===== config.mk =====
export PLATFORM = sky130hd
export DESIGN_NAME = load_store_unit
export DESIGN_NICKNAME = d
export VERILOG_FILES = /design/src/rtl/lsu_pkg.sv /design/src/rtl/lsu_align.sv /design/src/rtl/load_store_unit.sv
export SDC_FILE = /design/constraint.sdc
export NUM_CORES = 1
export LEC_CHECK = 0
export CAP_MARGIN = 25
export CORE_ASPECT_RATIO = 1.1
export CORE_MARGIN = 2
export CORE_UTILIZATION = 49
export CTS_CLUSTER_DIAMETER = 60
export DETAILED_ROUTE_END_ITERATION = 8
export GPL_TIMING_DRIVEN = 1
export MAX_ROUTING_LAYER = met4
export PLACE_DENSITY = 0.86
export SYNTH_ARGS = -nofsm -noshare
export SYNTH_HDL_FRONTEND = slang
export SYNTH_SLANG_ARGS = --single-unit

===== constraint.sdc =====
create_clock -name clk -period 2.6 [get_ports clk]
set_clock_uncertainty 0.05 [all_clocks]
set_input_delay 0.65 -clock clk [delete_from_list [all_inputs] [get_ports clk]]
set_output_delay 0.65 -clock clk [all_outputs]
set_load 0.01 [all_outputs]

===== src/rtl/lsu_pkg.sv =====
// Shared definitions for the memory-stage load/store unit.
//   - funct3 access-size encodings (RV32I loads/stores)
//   - exception cause codes reported to the CSR/trap logic
//   - FSM state type
//   - misalignment helper
package lsu_pkg;

    localparam logic [2:0] F3_B  = 3'b000;
    localparam logic [2:0] F3_H  = 3'b001;
    localparam logic [2:0] F3_W  = 3'b010;
    localparam logic [2:0] F3_BU = 3'b100;
    localparam logic [2:0] F3_HU = 3'b101;

    localparam logic [3:0] CAUSE_LOAD_MISALIGNED  = 4'd4;
    localparam logic [3:0] CAUSE_LOAD_FAULT       = 4'd5;
    localparam logic [3:0] CAUSE_STORE_MISALIGNED = 4'd6;
    localparam logic [3:0] CAUSE_STORE_FAULT      = 4'd7;

    typedef enum logic [1:0] {
        S_IDLE = 2'd0,
        S_BUSY = 2'd1,
        S_DONE = 2'd2
    } lsu_state_e;

    // Halfword needs addr[0]==0; word needs addr[1:0]==00. Byte never faults.
    function automatic logic is_misaligned(input logic [2:0] f3, input logic [1:0] off);
        logic mis;
        mis = 1'b0;
        if (f3[1]) begin
            mis = (off != 2'b00);
        end else if (f3[0]) begin
            mis = off[0];
        end
        return mis;
    endfunction

endpackage


===== src/rtl/lsu_align.sv =====
// Combinational byte-lane logic for the load/store unit.
// Store side: st_funct3/st_off/st_data -> st_wmask (lane enables), st_wdata
//             (data replicated across lanes).
// Load side:  ld_funct3/ld_off/ld_word -> ld_data (selected byte/halfword,
//             sign- or zero-extended; words pass through).
module lsu_align
    import lsu_pkg::*;
(
    input  logic [2:0]  st_funct3,
    input  logic [1:0]  st_off,
    input  logic [31:0] st_data,
    output logic [3:0]  st_wmask,
    output logic [31:0] st_wdata,
    input  logic [2:0]  ld_funct3,
    input  logic [1:0]  ld_off,
    input  logic [31:0] ld_word,
    output logic [31:0] ld_data
);

    logic [7:0]  ld_byte;
    logic [15:0] ld_half;

    always_comb begin
        st_wmask = 4'b1111;
        st_wdata = st_data;
        case (st_funct3)
            F3_B: begin
                st_wmask = 4'b0001 << st_off;
                st_wdata = {4{st_data[7:0]}};
            end
            F3_H: begin
                st_wmask = 4'b0011 << st_off;
                st_wdata = {2{st_data[15:0]}};
            end
            default: begin
                st_wmask = 4'b1111;
                st_wdata = st_data;
            end
        endcase
    end

    always_comb begin
        ld_byte = ld_word[{ld_off, 3'b000} +: 8];
        ld_half = ld_word[{ld_off[1], 4'b0000} +: 16];
        case (ld_funct3)
            F3_B:    ld_data = {{24{ld_byte[7]}}, ld_byte};
            F3_H:    ld_data = {{16{ld_half[15]}}, ld_half};
            F3_BU:   ld_data = {24'h000000, ld_byte};
            F3_HU:   ld_data = {16'h0000, ld_half};
            default: ld_data = ld_word;
        endcase
    end

endmodule


===== src/rtl/load_store_unit.sv =====
// Memory-stage load/store unit for the 3-stage RV32I pipeline.
// Takes the MW-stage op (mem_read/mem_write, funct3, ALUResult_MW address,
// rdata2_MW store data, waddr_MW destination), runs one req/ack transaction
// on the dmem_* port, stalls the pipeline (lsu_stall) while it is outstanding,
// and returns extended load data on lsu_valid/lsu_rdata/lsu_waddr.
// Misaligned accesses and accesses with no ack within TIMEOUT_CYCLES are
// reported on lsu_exc/lsu_exc_cause/lsu_exc_tval. flush suppresses the
// result pulse of the current op without cancelling a bus transaction.
module load_store_unit
    import lsu_pkg::*;
#(
    parameter int unsigned TIMEOUT_CYCLES = 255
) (
    input  logic        clk,
    input  logic        rst,
    input  logic        mem_read,
    input  logic        mem_write,
    input  logic [2:0]  funct3,
    input  logic [31:0] ALUResult_MW,
    input  logic [31:0] rdata2_MW,
    input  logic [4:0]  waddr_MW,
    input  logic        flush,
    output logic        dmem_req,
    output logic        dmem_we,
    output logic [31:0] dmem_addr,
    output logic [31:0] dmem_wdata,
    output logic [3:0]  dmem_wmask,
    input  logic        dmem_ack,
    input  logic [31:0] dmem_rdata,
    output logic        lsu_stall,
    output logic        lsu_valid,
    output logic [31:0] lsu_rdata,
    output logic [4:0]  lsu_waddr,
    output logic        lsu_exc,
    output logic [3:0]  lsu_exc_cause,
    output logic [31:0] lsu_exc_tval
);

    localparam int unsigned CNT_W = $clog2(TIMEOUT_CYCLES + 1);
    localparam logic [CNT_W-1:0] CNT_LAST = CNT_W'(TIMEOUT_CYCLES - 1);

    lsu_state_e state_q, state_d;
    logic [CNT_W-1:0] cnt_q, cnt_d;
    logic        req_q, req_d;
    logic        we_q, we_d;
    logic [31:0] addr_q, addr_d;
    logic [31:0] wdata_q, wdata_d;
    logic [3:0]  wmask_q, wmask_d;
    logic [2:0]  f3_q, f3_d;
    logic [1:0]  off_q, off_d;
    logic [4:0]  req_waddr_q, req_waddr_d;
    logic        is_load_q, is_load_d;
    logic        load_ok_q, load_ok_d;
    logic        exc_pend_q, exc_pend_d;
    logic        flushed_q, flushed_d;
    logic [31:0] rdata_q, rdata_d;
    logic [4:0]  waddr_q, waddr_d;
    logic [3:0]  cause_q, cause_d;
    logic [31:0] tval_q, tval_d;

    logic        op_present;
    logic [3:0]  st_wmask;
    logic [31:0] st_wdata;
    logic [31:0] ld_data;

    assign op_present = mem_read | mem_write;

    // Store lanes come from the live MW inputs; load extraction uses the
    // size/offset latched at issue, since the word arrives cycles later.
    lsu_align u_align (
        .st_funct3 (funct3),
        .st_off    (ALUResult_MW[1:0]),
        .st_data   (rdata2_MW),
        .st_wmask  (st_wmask),
        .st_wdata  (st_wdata),
        .ld_funct3 (f3_q),
        .ld_off    (off_q),
        .ld_word   (dmem_rdata),
        .ld_data   (ld_data)
    );

    always_comb begin
        state_d     = state_q;
        cnt_d       = cnt_q;
        req_d       = req_q;
        we_d        = we_q;
        addr_d      = addr_q;
        wdata_d     = wdata_q;
        wmask_d     = wmask_q;
        f3_d        = f3_q;
        off_d       = off_q;
        req_waddr_d = req_waddr_q;
        is_load_d   = is_load_q;
        load_ok_d   = load_ok_q;
        exc_pend_d  = exc_pend_q;
        flushed_d   = flushed_q;
        rdata_d     = rdata_q;
        waddr_d     = waddr_q;
        cause_d     = cause_q;
        tval_d      = tval_q;

        case (state_q)
            S_IDLE: begin
                if (op_present && !flush) begin
                    f3_d        = funct3;
                    off_d       = ALUResult_MW[1:0];
                    req_waddr_d = waddr_MW;
                    is_load_d   = mem_read;
                    load_ok_d   = 1'b0;
                    flushed_d   = 1'b0;
                    cnt_d       = '0;
                    if (is_misaligned(funct3, ALUResult_MW[1:0])) begin
                        exc_pend_d = 1'b1;
                        cause_d    = mem_read ? CAUSE_LOAD_MISALIGNED : CAUSE_STORE_MISALIGNED;
                        tval_d     = ALUResult_MW;
                        state_d    = S_DONE;
                    end else begin
                        req_d   = 1'b1;
                        we_d    = mem_write;
                        addr_d  = {ALUResult_MW[31:2], 2'b00};
                        wmask_d = mem_write ? st_wmask : 4'b0000;
                        if (mem_write) begin
                            wdata_d = st_wdata;
                        end
                        state_d = S_BUSY;
                    end
                end
            end
            S_BUSY: begin
                if (flush) begin
                    flushed_d = 1'b1;
                end
                // Ack takes priority over a timeout landing in the same cycle.
                if (dmem_ack) begin
                    req_d   = 1'b0;
                    state_d = S_DONE;
                    if (is_load_q) begin
                        rdata_d   = ld_data;
                        waddr_d   = req_waddr_q;
                        load_ok_d = 1'b1;
                    end
                end else if (cnt_q == CNT_LAST) begin
                    req_d      = 1'b0;
                    exc_pend_d = 1'b1;
                    cause_d    = is_load_q ? CAUSE_LOAD_FAULT : CAUSE_STORE_FAULT;
                    tval_d     = {addr_q[31:2], off_q};
                    state_d    = S_DONE;
                end else begin
                    cnt_d = cnt_q + CNT_W'(1);
                end
            end
            S_DONE: begin
                state_d    = S_IDLE;
                cnt_d      = '0;
                load_ok_d  = 1'b0;
                exc_pend_d = 1'b0;
            end
            default: begin
                state_d = S_IDLE;
            end
        endcase
    end

    always_ff @(posedge clk) begin
        if (rst) begin
            state_q     <= S_IDLE;
            cnt_q       <= '0;
            req_q       <= 1'b0;
            we_q        <= 1'b0;
            addr_q      <= '0;
            wdata_q     <= '0;
            wmask_q     <= '0;
            f3_q        <= '0;
            off_q       <= '0;
            req_waddr_q <= '0;
            is_load_q   <= 1'b0;
            load_ok_q   <= 1'b0;
            exc_pend_q  <= 1'b0;
            flushed_q   <= 1'b0;
            rdata_q     <= '0;
            waddr_q     <= '0;
            cause_q     <= '0;
            tval_q      <= '0;
        end else begin
            state_q     <= state_d;
            cnt_q       <= cnt_d;
            req_q       <= req_d;
            we_q        <= we_d;
            addr_q      <= addr_d;
            wdata_q     <= wdata_d;
            wmask_q     <= wmask_d;
            f3_q        <= f3_d;
            off_q       <= off_d;
            req_waddr_q <= req_waddr_d;
            is_load_q   <= is_load_d;
            load_ok_q   <= load_ok_d;
            exc_pend_q  <= exc_pend_d;
            flushed_q   <= flushed_d;
            rdata_q     <= rdata_d;
            waddr_q     <= waddr_d;
            cause_q     <= cause_d;
            tval_q      <= tval_d;
        end
    end

    // A flush arriving in DONE itself still suppresses the pulse, so the
    // pulses are gated with the live flush input.
    assign lsu_stall     = (state_q == S_BUSY) || ((state_q == S_IDLE) && op_present && !flush);
    assign lsu_valid     = (state_q == S_DONE) && load_ok_q && !flushed_q && !flush;
    assign lsu_exc       = (state_q == S_DONE) && exc_pend_q && !flushed_q && !flush;
    assign dmem_req      = req_q;
    assign dmem_we       = we_q;
    assign dmem_addr     = addr_q;
    assign dmem_wdata    = wdata_q;
    assign dmem_wmask    = wmask_q;
    assign lsu_rdata     = rdata_q;
    assign lsu_waddr     = waddr_q;
    assign lsu_exc_cause = cause_q;
    assign lsu_exc_tval  = tval_q;

endmodule


==> flow_summary.ini, run 1 <==
[global_routing]
antenna_found_initial = 0
grt_max_degree = 72
grt_pass1_vias = 7560
grt_overflow = 0
grt_pass1_wl_um = 37940
grt_use_total_pct = 30.31

[timing]
fmax_ghz = 0.3949
worstMarginPinSlew_ns = 1.069
rsz0062_at_grt = false
min_period_ns = 2.533
slew-limit-headroom_pct = 28.56
setup_violations = 0
period_share_pct = 97.41
fin_setup_tns_ns = 0
finalHoldViolations = 0
timing.final.max_slew_violations = 0

[logic_synthesis]
ys_seq_area_share_pct = 44.69
synth-edff-count = 0
synth_cells = 906
ys.flop_type = dfxtp_1
syn_avg_cell_area_um2 = 8.108
synthArstFlopShare_pct = 0
ys_ff_latch = 164
synth_area_um2 = 7346
ys_types = 61
ys_warn_count = 0

[placement]
place_inst = 1316
port_buffers = 252
gp_congestion = 0.8875
dpl.hpwl_um = 16350

[clock_network]
cts_setup_buffers = 0
clk_pin_slew_ns = 0.06
clockBufferDepth = 2
htree_num_levels = 4
worst_skew_pair.late_latency_ns = 0.42
cts.sinks = 164
cts_tree = built
holdBufCountCts = 0
ctsRootBufferMaster = clkbuf_16
cts_made_buffers = 17
cts_resized = 6

[final_layout]
drive_gt1_share_pct = 8.745
fin_util_pct = 73.90
antennaDiodeCount = 0
fin_nets = 1255
post_layout_nonfiller_instances = 1347
layout_common_cells = clkdlybuf4s50_1 (248), nand2_1 (241), dfxtp_1 (164)
syn2layout_area_growth_pct = 46.48
layout_commonest_cell = clkdlybuf4s50_1
multi_input_area_um2 = 3681
ff_latch_area_um2 = 3283
fill_cells = 1083

[detailed_routing]
drc_errors = 0
ant_nets = 0
detailroute.via_count = 7875
initialDrtViolationCount = 769
vias_per_cell = 5.846
routed_wl_um = 23830
wl_per_cell_um = 17.69
drt_first_pass_iters = 7

[floorplan]
die_y_um = 132.4
start_util_pct = 50.45
num_io_pins = 256
die_w_um = 120.7
core.rowCount = 46
dieArea_um2 = 15990
core_region_area_um2 = 14560

[worst_setup_path]
reg2reg_depth = 4
arrival_ns = 1.83
slowest_stage = clkdlybuf4s50_1
ff2ff_setup_slack_ns = 0.45
crit_path_max_incr_delay_ns = 0.44
path_max_fanout = 2
cp_top_family = buffers and inverters
rr_startpoint = f3_q[0]$_SDFFE_PP0P_
path_cells = clkdlybuf4s50_1 -> nor4b_2 -> buf_4 -> and2_1 -> clkdlybuf4s15_1
crit_buf_inv = 3
end_kind = output port
r2r-end = lsu_rdata[4]$_SDFFE_PP0P_
criticalPathCategory = input port to output port
cp.required_ns = 1.90
crit_path_start_kind = input port

[worst_hold_path]
worst_hold_path_type = flip-flop to flip-flop
holdPathEnd = lsu_waddr[3]$_SDFFE_PP0P_
min_from = req_waddr_q[3]$_SDFFE_PP0P_
worstHoldPathCells = 2

[power]
cellLeakagePower_nw = 3.826
power_mw = 6.532
p_per_area_nw_per_um2 = 607.0
peakVddDrop_mv = 0.3995

[run]
drv_cap = 0

[run_status]
outcome = completed
[layout make-up]
type                    count  share of cell area, %
clock buffers              22                  4.314
clock inverters             9                  1.198
inverters                   4                 0.1395
multi-input cells         658                  34.21
flip-flops and latches    164                  30.51
well taps                 192                  2.233
repair buffers            298                  27.40
[cells by family (layout without fill, tap and decap cells)]
group / after synthesis / after routing / synth area share (%)
AO/OA/AOI/OAI: 305 / 305 / 26.95
adder cells (fa/ha/maj): 2 / 2 / 0.3406
flip-flops: 164 / 164 / 44.69
other: 1 / 3 / 0.05105
AND/OR/NAND/NOR: 322 / 322 / 18.60
multiplexers: 26 / 26 / 3.730
buffers and inverters: 86 / 333 / 5.638
[tightest hold or removal path, cell delays in order, from the launching register on]
cell and delay, ns:
dfxtp_1 0.31, nand2_1 0.05, a21oi_1 0.05
[layer usage]
layer / wire [µm] / GRT usage (%) / vias up
met5: 0 / - / -
met4: 794 / 12.21 / 0
met3: 1978 / 6.940 / 62
met2: 11660 / 48.96 / 386
met1: 9391 / 36.49 / 3715
li1: - / - / 3712
[metrics by stage]
step | cell area [µm²] | setup WS [ns] | hold slack [ns]
detailed placement | 10170 | -0.2834 | 0.3963
floorplan | 7353 | 0.6578 | 0.3821
global placement | 10170 | -0.2918 | 0.3862
finish | 10760 | 0.06741 | 0.4002
global route | 10760 | 0.007065 | 0.4153
CTS | 10760 | 0.02067 | 0.4045
[where the power goes]
group	total [mW]	internal (mW)	switching, mW	leakage [nW]
logic	1.26	0.626	0.630	2.21
clock network	2.54	1.55	0.989	0.286
registers	2.73	2.65	0.0860	1.33
total	6.53	4.83	1.71	3.83
[how the worst max path moves through the flow]
stage	cells past startpoint	to	startpoint
final	5	lsu_valid	flush
after global routing	5	lsu_exc	flush
after CTS	6	lsu_stall	flush
after detailed placement	6	lsu_stall	flush
after global placement	5	lsu_valid	flush
after floorplan	6	exc_pend_q$_SDFFE_PP0P_	ALUResult_MW[0]
[cell usage after synthesis, drive strengths merged, types with 2 or more instances]
library cell,count,area share [%]
a211oi,11,1.3
a21o,2,0.20
a21oi,113,7.8
a22oi,9,0.92
a311oi,40,4.8
a31oi,39,3.3
and2,2,0.17
buf,36,3.0
clkbuf,46,2.4
dfxtp,164,45
ha,2,0.34
inv,4,0.20
mux2i,24,3.3
nand2,241,12
nand2b,9,0.77
nand3,5,0.34
nand4,4,0.43
nor2,30,1.5
nor2b,11,0.94
nor3,3,0.43
nor3b,3,0.31
o2111ai,2,0.24
o211ai,11,1.2
o21a,3,0.31
o21ai,49,3.4
o21bai,2,0.20
o221a,8,1.2
o22ai,2,0.36
o31ai,6,0.61
or2,2,0.17
or3,3,0.26
or4,4,0.41
[registers in the layout, indices dropped and copies added (netlist names), 2 cells and up]
| name | count |
|---|---|
| dmem_wdata | 32 |
| dmem_wmask | 4 |
| f3_q | 3 |
| lsu_waddr | 5 |
| cnt_q | 8 |
| req_waddr_q | 5 |
| off_q | 2 |
| lsu_exc_tval | 32 |
| lsu_rdata | 32 |
| state_q | 2 |
| lsu_exc_cause | 3 |
| dmem_addr | 30 |
No activity file was read; power rests on OpenSTA's default activity.
==> inputs of run 2 (changes only) <==
Clock period 2.6 ns to 3.1 ns, I/O delays scaled along.
==> run 2 against run 1 <==
  * Clock-buffer cell count is 1 lower
  * Setup slack better by 0.13 ns
  * Critical path depth is 1 higher
  * Cell count is 0.97% lower
  * Power is 20% lower
  * Register-to-register slack better by 0.23 ns
  * Die area stayed put
  * Sequential cell count stayed put
  * Sequential share of layout area is 0.52 points higher
  * Combinational power is 19% lower
  * Largest power group unchanged
==> flow_summary.ini, run 2 (synthesis gave the netlist of run 1 again) <==
[run_status]
outcome = completed

[detailed_routing]
drt_first_pass_iters = 5
ant_nets = 0
initialDrtViolationCount = 656
routed_wl_um = 23200
detailroute.via_count = 7672
wl_per_cell_um = 17.39
vias_per_cell = 5.751
drc_errors = 0

[power]
peakVddDrop_mv = 0.3539
power_mw = 5.257
p_int_mw = 3.840
cellLeakagePower_nw = 3.734
p_comb_share_pct = 19.4
netSwitchingFraction_pct = 26.96
clock_power_share_pct = 36.9
p_sw_mw = 1.417
power_frac_seq_pct = 43.6
p_per_area_nw_per_um2 = 496.9

[global_routing]
grt_max_degree = 127
grt_overflow = 0
grt_use_total_pct = 29.52
grt_pass1_wl_um = 36780
grt_pass1_vias = 7307
antenna_found_initial = 1

[worst_setup_path]
end_kind = output port
ff2ff_setup_slack_ns = 0.68
reg2reg_depth = 5
r2r-end = lsu_exc_tval[20]$_SDFFE_PP0P_
cp.required_ns = 2.27
rr_startpoint = state_q[0]$_SDFFE_PP0P_
criticalPathCategory = input port to output port
crit_path_start_kind = input port
arrival_ns = 2.08
path_max_fanout = 4

[run]
drv_cap = 0

[placement]
gp_congestion = 0.8497
dpl.hpwl_um = 16020
port_buffers = 252

[timing]
setup_violations = 0
min_period_ns = 2.903
slew-limit-headroom_pct = 32.70
period_share_pct = 93.66
finalHoldViolations = 0
worstMarginPinSlew_ns = 1.009
rsz0062_at_grt = false
fmax_ghz = 0.3444
timing.final.max_slew_violations = 0

[clock_network]
htree_num_levels = 4
cts_made_buffers = 17
ctsRootBufferMaster = clkbuf_16
holdBufCountCts = 0
cts_setup_buffers = 0
cts.sinks = 164
clk_pin_slew_ns = 0.06
cts_tree = built
worst_skew_pair.late_latency_ns = 0.42
clockBufferDepth = 2

[worst_hold_path]
min_from = dmem_wdata[2]$_SDFFE_PP0P_
worst_hold_path_type = flip-flop to flip-flop
holdPathEnd = dmem_wdata[2]$_SDFFE_PP0P_
worstHoldPathCells = 2

[floorplan]
die_w_um = 120.7
core_region_area_um2 = 14560
dieArea_um2 = 15990
core.rowCount = 46
die_y_um = 132.4
start_util_pct = 50.45
num_io_pins = 256

[final_layout]
fin_nets = 1242
drive_gt1_share_pct = 7.537
fin_util_pct = 72.66
layout_commonest_cell = clkdlybuf4s50_1
layout_common_cells = clkdlybuf4s50_1 (248), nand2_1 (241), dfxtp_1 (164)
syn2layout_area_growth_pct = 44.03
run 2: cell count changes in the layout (fill, tap and decap cells not counted), moves of 2 or more:
cell             previous run  this run
buf_12                      7         5
buf_4                      40        29
bufinv_16                   3         1
clkdlybuf4s15_1             2         0
dlygate4sd2_1               0         3
run 2: worst max-delay path, cell delays in order:
cell and delay, ns:
clkdlybuf4s50_1 0.46, buf_4 0.17, o21ba_2 0.23, nand2_1 0.06
nand2_1 0.09, dlygate4sd2_1 0.29
run 2: worst max-delay path by stage:
| stage | depth (start not counted) | endpoint | startpoint | slack [ns] |
|---|---|---|---|---|
| 2_1_floorplan | 3 | lsu_stall | flush | 0.99 |
| 3_3_place_gp | 6 | lsu_stall | flush | -0.04 |
| 3_5_place_dp | 5 | lsu_valid | flush | -0.07 |
| 4_1_cts | 6 | lsu_stall | flush | 0.20 |
| 5_1_grt | 6 | lsu_stall | flush | 0.15 |
| 6_report | 6 | lsu_stall | flush | 0.20 |
run 2: per-layer routing:
metal | GRT usage (%) | up-vias | wire, µm
li1 | - | 3679 | -
met1 | 35.77 | 3584 | 9386
met2 | 45.57 | 342 | 11010
met3 | 6.767 | 67 | 1732
met4 | 15.70 | 0 | 1076
met5 | - | - | 0
run 2: layout make-up:
type | instances | area, µm²
multi-input cells | 658 | 3681
clock buffers | 21 | 450.4
clock inverters | 9 | 81.33
well taps | 192 | 240.2
repair buffers | 285 | 2826
inverters | 4 | 15.01
flip-flops and latches | 164 | 3283
fillers | 1118 | 3981
diodes | 1 | 2.502
run 2: timing repair:
action                                  4_1_cts  5_1_grt
resized for setup                             4        0
endpoints found under the setup margin        3        0
hold endpoints to repair                      0        0
run 2: per-stage QoR:
step / setup WS [ns] / hold WS (ns) / instances / area (µm²) / TNS (ns)
floorplan: 0.9932 / 0.3821 / 908 / 7353 / 0
global placement: -0.04317 / 0.3862 / 1303 / 10040 / -0.1226
detailed placement: -0.06820 / 0.3970 / 1303 / 10040 / -0.1745
CTS: 0.2035 / 0.4052 / 1333 / 10580 / 0
global route: 0.1464 / 0.4157 / 1334 / 10580 / 0
finish: 0.1967 / 0.4018 / 1334 / 10580 / 0
run 2: power by group through the flow:
stage               logic, mW  registers, mW  clock network (mW)
floorplan               0.469           2.37                   0
global placement        0.991           2.34                   0
detailed placement       1.01           2.34                   0
CTS                      1.02           2.29                1.98
global route             1.11           2.30                2.05
finish                   1.02           2.29                1.94
==> inputs of run 3 (changes only) <==
Settings changed: CORE_MARGIN 2 to 5, SLEW_MARGIN from default to 20.
==> run 3 against run 2 <==
  * First-iteration DRC count shrank 14%
  * Final area grew 1.0%
  * Core utilization shrank 0.83 points
  * Maximum frequency shrank 2.2%
  * Wire length grew 5.8%
  * Sequential share of layout area shrank 0.31 points
  * Largest cell class unchanged
  * Critical endpoint unchanged
  * Combinational power is essentially flat
==> flow_summary.ini, run 3 (synthesis gave the netlist of run 1 again) <==
[run_status]
outcome = completed

[global_routing]
grt_pass1_wl_um = 39080
grt_use_total_pct = 27.78
grt_pass1_vias = 7468
grt_max_degree = 50
antenna_found_initial = 0
grt_overflow = 0

[power]
p_int_mw = 4.224
cellLeakagePower_nw = 3.772
clock_power_share_pct = 41.7
peakVddDrop_mv = 0.4274
p_comb_share_pct = 17.9
power_frac_seq_pct = 40.4
p_per_area_nw_per_um2 = 532.6
netSwitchingFraction_pct = 25.79
p_sw_mw = 1.468

[final_layout]
final_area_um2 = 10690
syn2layout_area_growth_pct = 45.48
drive_gt1_share_pct = 7.632
antennaDiodeCount = 0
layout_common_cells = clkdlybuf4s50_1 (250), nand2_1 (241), dfxtp_1 (164)
fill_cells = 1166
fin_nets = 1239
layout_commonest_cell = clkdlybuf4s50_1

[worst_setup_path]
criticalPathCategory = input port to output port
cp.required_ns = 2.27
arrival_ns = 2.14
crit_path_start_kind = input port
path_max_fanout = 2
end_kind = output port

[detailed_routing]
drt_first_pass_iters = 6
wl_per_cell_um = 18.38
initialDrtViolationCount = 561
vias_per_cell = 5.809
detailroute.via_count = 7761
drc_errors = 0
ant_nets = 0
routed_wl_um = 24550

[timing]
fmax_ghz = 0.3367
slew-limit-headroom_pct = 34.07
setup_violations = 0
finalHoldViolations = 0
timing.final.max_slew_violations = 0
period_share_pct = 95.80
rsz0062_at_grt = false
worst_slack_ns = 0.1304
min_period_ns = 2.970
worstMarginPinSlew_ns = 0.9890

[clock_network]
clk_pin_slew_ns = 0.06
holdBufCountCts = 0
htree_num_levels = 4
worst_skew_pair.late_latency_ns = 0.42
cts_tree = built
ctsRootBufferMaster = clkbuf_16
clockBufferDepth = 2
cts.sinks = 164
cts_made_buffers = 17

[placement]
port_buffers = 252
dpl.hpwl_um = 17030
postPlaceCellArea_um2 = 10010
gp_congestion = 0.8681
pre_cts_slack_ns = -0.1223

[run]
drv_cap = 0

[floorplan]
num_io_pins = 256
die_w_um = 126.7
die_y_um = 138.4
dieArea_um2 = 17540
core.rowCount = 47
start_util_pct = 49.37
core_region_area_um2 = 14880

[worst_hold_path]
worst_hold_path_type = flip-flop to flip-flop
## run 3: changes by cell type in the layout (fill, tap and decap cells not counted), sizes merged
cell | previous run | this run
clkdlybuf4s50 | 248 | 250
dlygate4sd2 | 3 | 1
diode | 1 | 0
bufinv | 1 | 5
buf | 34 | 31
clkinvlp | 3 | 1
## run 3: power by group through the flow
stage / logic (mW) / registers, mW / clock network [mW]
6_report: 1.02 / 2.30 / 2.37
5_1_grt: 1.10 / 2.31 / 2.50
4_1_cts: 1.02 / 2.30 / 2.41
3_5_place_dp: 1.01 / 2.34 / 0
3_3_place_gp: 0.989 / 2.34 / 0
2_1_floorplan: 0.469 / 2.37 / 0
## run 3: area by class of cell
cell class,count,area [µm²],area share [%]
clock buffer,21,470.5,4.402
clock inverter,11,197.7,1.850
inverter,4,15.01,0.1405
multi-input combinational,658,3681,34.45
sequential,164,3283,30.72
tap,196,245.2,2.295
timing repair buffer,282,2794,26.14
## run 3: routing by layer
| metal | up-vias | part of all wire [%] | track usage (%) |
|---|---|---|---|
| met2 | 353 | 49 | 44.98 |
| met5 | - | 0 | - |
| met1 | 3685 | 40 | 34.07 |
| met3 | 53 | 8.2 | 5.710 |
| li1 | 3670 | - | - |
| met4 | 0 | 3.0 | 10.56 |
## run 3: final timing paths
check	startpoint	end	slack (ns)	cells after the start
setup reg to reg	state_q[0]$_SDFFE_PP0P_	lsu_exc_tval[20]$_SDFFE_PP0P_	0.70	5
hold / removal	req_waddr_q[4]$_SDFFE_PP0P_	lsu_waddr[4]$_SDFFE_PP0P_	0.40	2
hold reg to reg	req_waddr_q[4]$_SDFFE_PP0P_	lsu_waddr[4]$_SDFFE_PP0P_	0.40	2
setup / recovery	mem_read	lsu_stall	0.13	5
## run 3: timing repair
action,in CTS,in global routing
setup buffers,0,0
resized for setup,2,0
setup endpoints to repair,3,0
## run 3: metrics by stage
stage / power (mW) / setup TNS, ns / util (%) / hold WS, ns / std cells
3_3_place_gp: 3.328 / -0.1893 / 67.30 / 0.3873 / 1304
4_1_cts: 5.720 / 0 / 71.83 / 0.4039 / 1336
6_report: 5.691 / 0 / 71.83 / 0.4020 / 1336
2_1_floorplan: 2.841 / 0 / - / 0.3821 / 908
3_5_place_dp: 3.356 / -0.2435 / 67.30 / 0.3956 / 1304
5_1_grt: 5.903 / 0 / 71.83 / 0.4206 / 1336
## run 3: critical path, stage by stage
cell and delay (ns):
clkdlybuf4s50_1 0.49, o21ba_2 0.16, nand2_1 0.07, nand2_1 0.09, clkdlybuf4s50_1 0.57
==> patch, RTL diff (flow settings as in run 1) <==
Re-encode `lsu_state_e` (3 states) as one-hot, 3 bits wide.
--- a/src/rtl/lsu_pkg.sv
+++ b/src/rtl/lsu_pkg.sv
@@ -18,6 +18,6 @@
 
-    typedef enum logic [1:0] {
-        S_IDLE = 2'd0,
-        S_BUSY = 2'd1,
-        S_DONE = 2'd2
+    typedef enum logic [2:0] {
+        S_IDLE = 3'b001,
+        S_BUSY = 3'b010,
+        S_DONE = 3'b100
     } lsu_state_e;
Check against the original RTL: no difference found for any inputs over 4 cycles, from zero or initial values and one cycle with rst high; so few cycles prove little.
==> patch against run 1 <==
Utilization grew 0.63 points; sequential cell count grew 1; routed wire length grew 3.8%; worst setup slack lost 0.016 ns; non-clock buffer count grew 6; first-iteration DRC count shrank 20%; critical path type unchanged; highest routed layer unchanged; total power shrank 3.8%; area after synthesis shrank 0.53%; largest power group unchanged; cell area grew 0.45%; via count shrank 2.7%; count of clock-buffer cells in the layout is the same.
==> patch: results (changes against run 1) <==
* Combined area of the multi-input logic cells at 3660 um^2 (-0.51%)
* Fraction of synthesized area in multiplexers at 0.0839 (+0.0466)
* Routed via count at 7659 (-2.7%)
* Sequential-to-total area share from yosys stat at 0.452 (+0.00511)
* IR drop worst, VDD at 0.447 mV (+12%)
* Floorplan die width at 120 um (-0.26%)
* Final-stage net count at 1217 (-3.0%)
* Dpl hpwl at 17300 um (+5.6%)
* Net switching power figure at 1.61 mW (-5.7%)
* Post-synthesis share of cell area spent on full adders, half adders and majority gates at 0.00342 (+0.0000181)
* Post-cts gate resize count at 5 (-1)
* R2R setup slack at 0.23 ns (-0.22 ns)
* First-pass detailed-route iteration total at 5 (-2)
* Leakage Power at 4.05 nW (+5.9%)
* Cell area reported after detailed placement at 10200 um^2 (+0.75%)
* Compound-cell area share of the yosys netlist at 0.237 (-0.0326)
* Critical register-to-register path startpoint: state_q[1]
* Number of distinct library cell variants in the gate-level netlist after synthesis at 48 (-21%)
* Met1 routed wirelength after detailed routing at 9350 um (-0.43%)
* Avg Synthesized Cell Area at 8.51 um^2 (+4.9%)
* Number of global-route vias before repair at 7401 (-2.1%)
* Multi-In Gates at 609 (-7.4%)
* Global routing met1 resource utilization at 0.360 (-0.00534)
* Wire length of the first global-routing pass at 38400 um (+1.3%)
* Crit path to: lsu_exc
* Outcome: finished clean
* Critical-path maximum fanout at 3 (+1)
* Global placer's final weighted congestion at 0.868 (-2.2%)
* Total wirelength of the detailed-routed design at 24700 um (+3.8%)
* Placed cell count at 1278 (-2.9%)
* Met3 demand-to-capacity share in global routing at 0.0891 (+0.0197)
* Leading cell types by total area after synthesis: dfxtp_1, nand2_1, a21oi_1
* Fmax achieved at 392 MHz (-0.62%)
* WL/cell at 18.9 um (+6.8%)
* Total length of routed met2 wires at 12200 um (+4.6%)
* Fraction of the core area covered by cells at the end of the flow at 0.745 (+0.00630)
* Sink of the worst hold path: dmem_wmask[0]
* Hold path startpoint: dmem_wmask[0]
* Flops & latches, synth at 165 (+0.61%)
* Endpoint of the lowest-slack register-to-register path: lsu_exc_tval[14]
* Wire length on met3 at 2320 um (+17%)
-- patch: cell types whose count changed in the layout (fill, tap and decap cells not counted), moves of 5 or more --
cell,before,now
buf_4,40,45
nor4bb_1,0,7
mux2_2,1,8
a211oi_1,10,44
o31ai_1,6,0
a31oi_1,39,0
nand3_1,5,11
nand2_1,241,164
nor3_1,1,36
a311oi_1,40,8
mux2i_1,24,50
a22o_1,0,15
nor2b_1,10,3
-- patch: cell families (layout without fill, tap and decap cells) --
family | Yosys count | in the layout
and+or+nand+nor | 276 | 276
AOI/OAI and AO/OA | 269 | 269
DFF | 165 | 165
buffers and inverters | 87 | 342
muxes | 59 | 59
adders and majority gates | 2 | 2
other | 1 | 3
-- patch: power groups by stage --
stage	Sequential (mW)	Clock (mW)	Combinational, mW
after floorplan	2.80	0	0.439
after global placement	2.77	0	1.01
after detailed placement	2.77	0	1.03
after CTS	2.72	2.52	1.05
after global routing	2.73	2.65	1.12
final	2.72	2.52	1.05
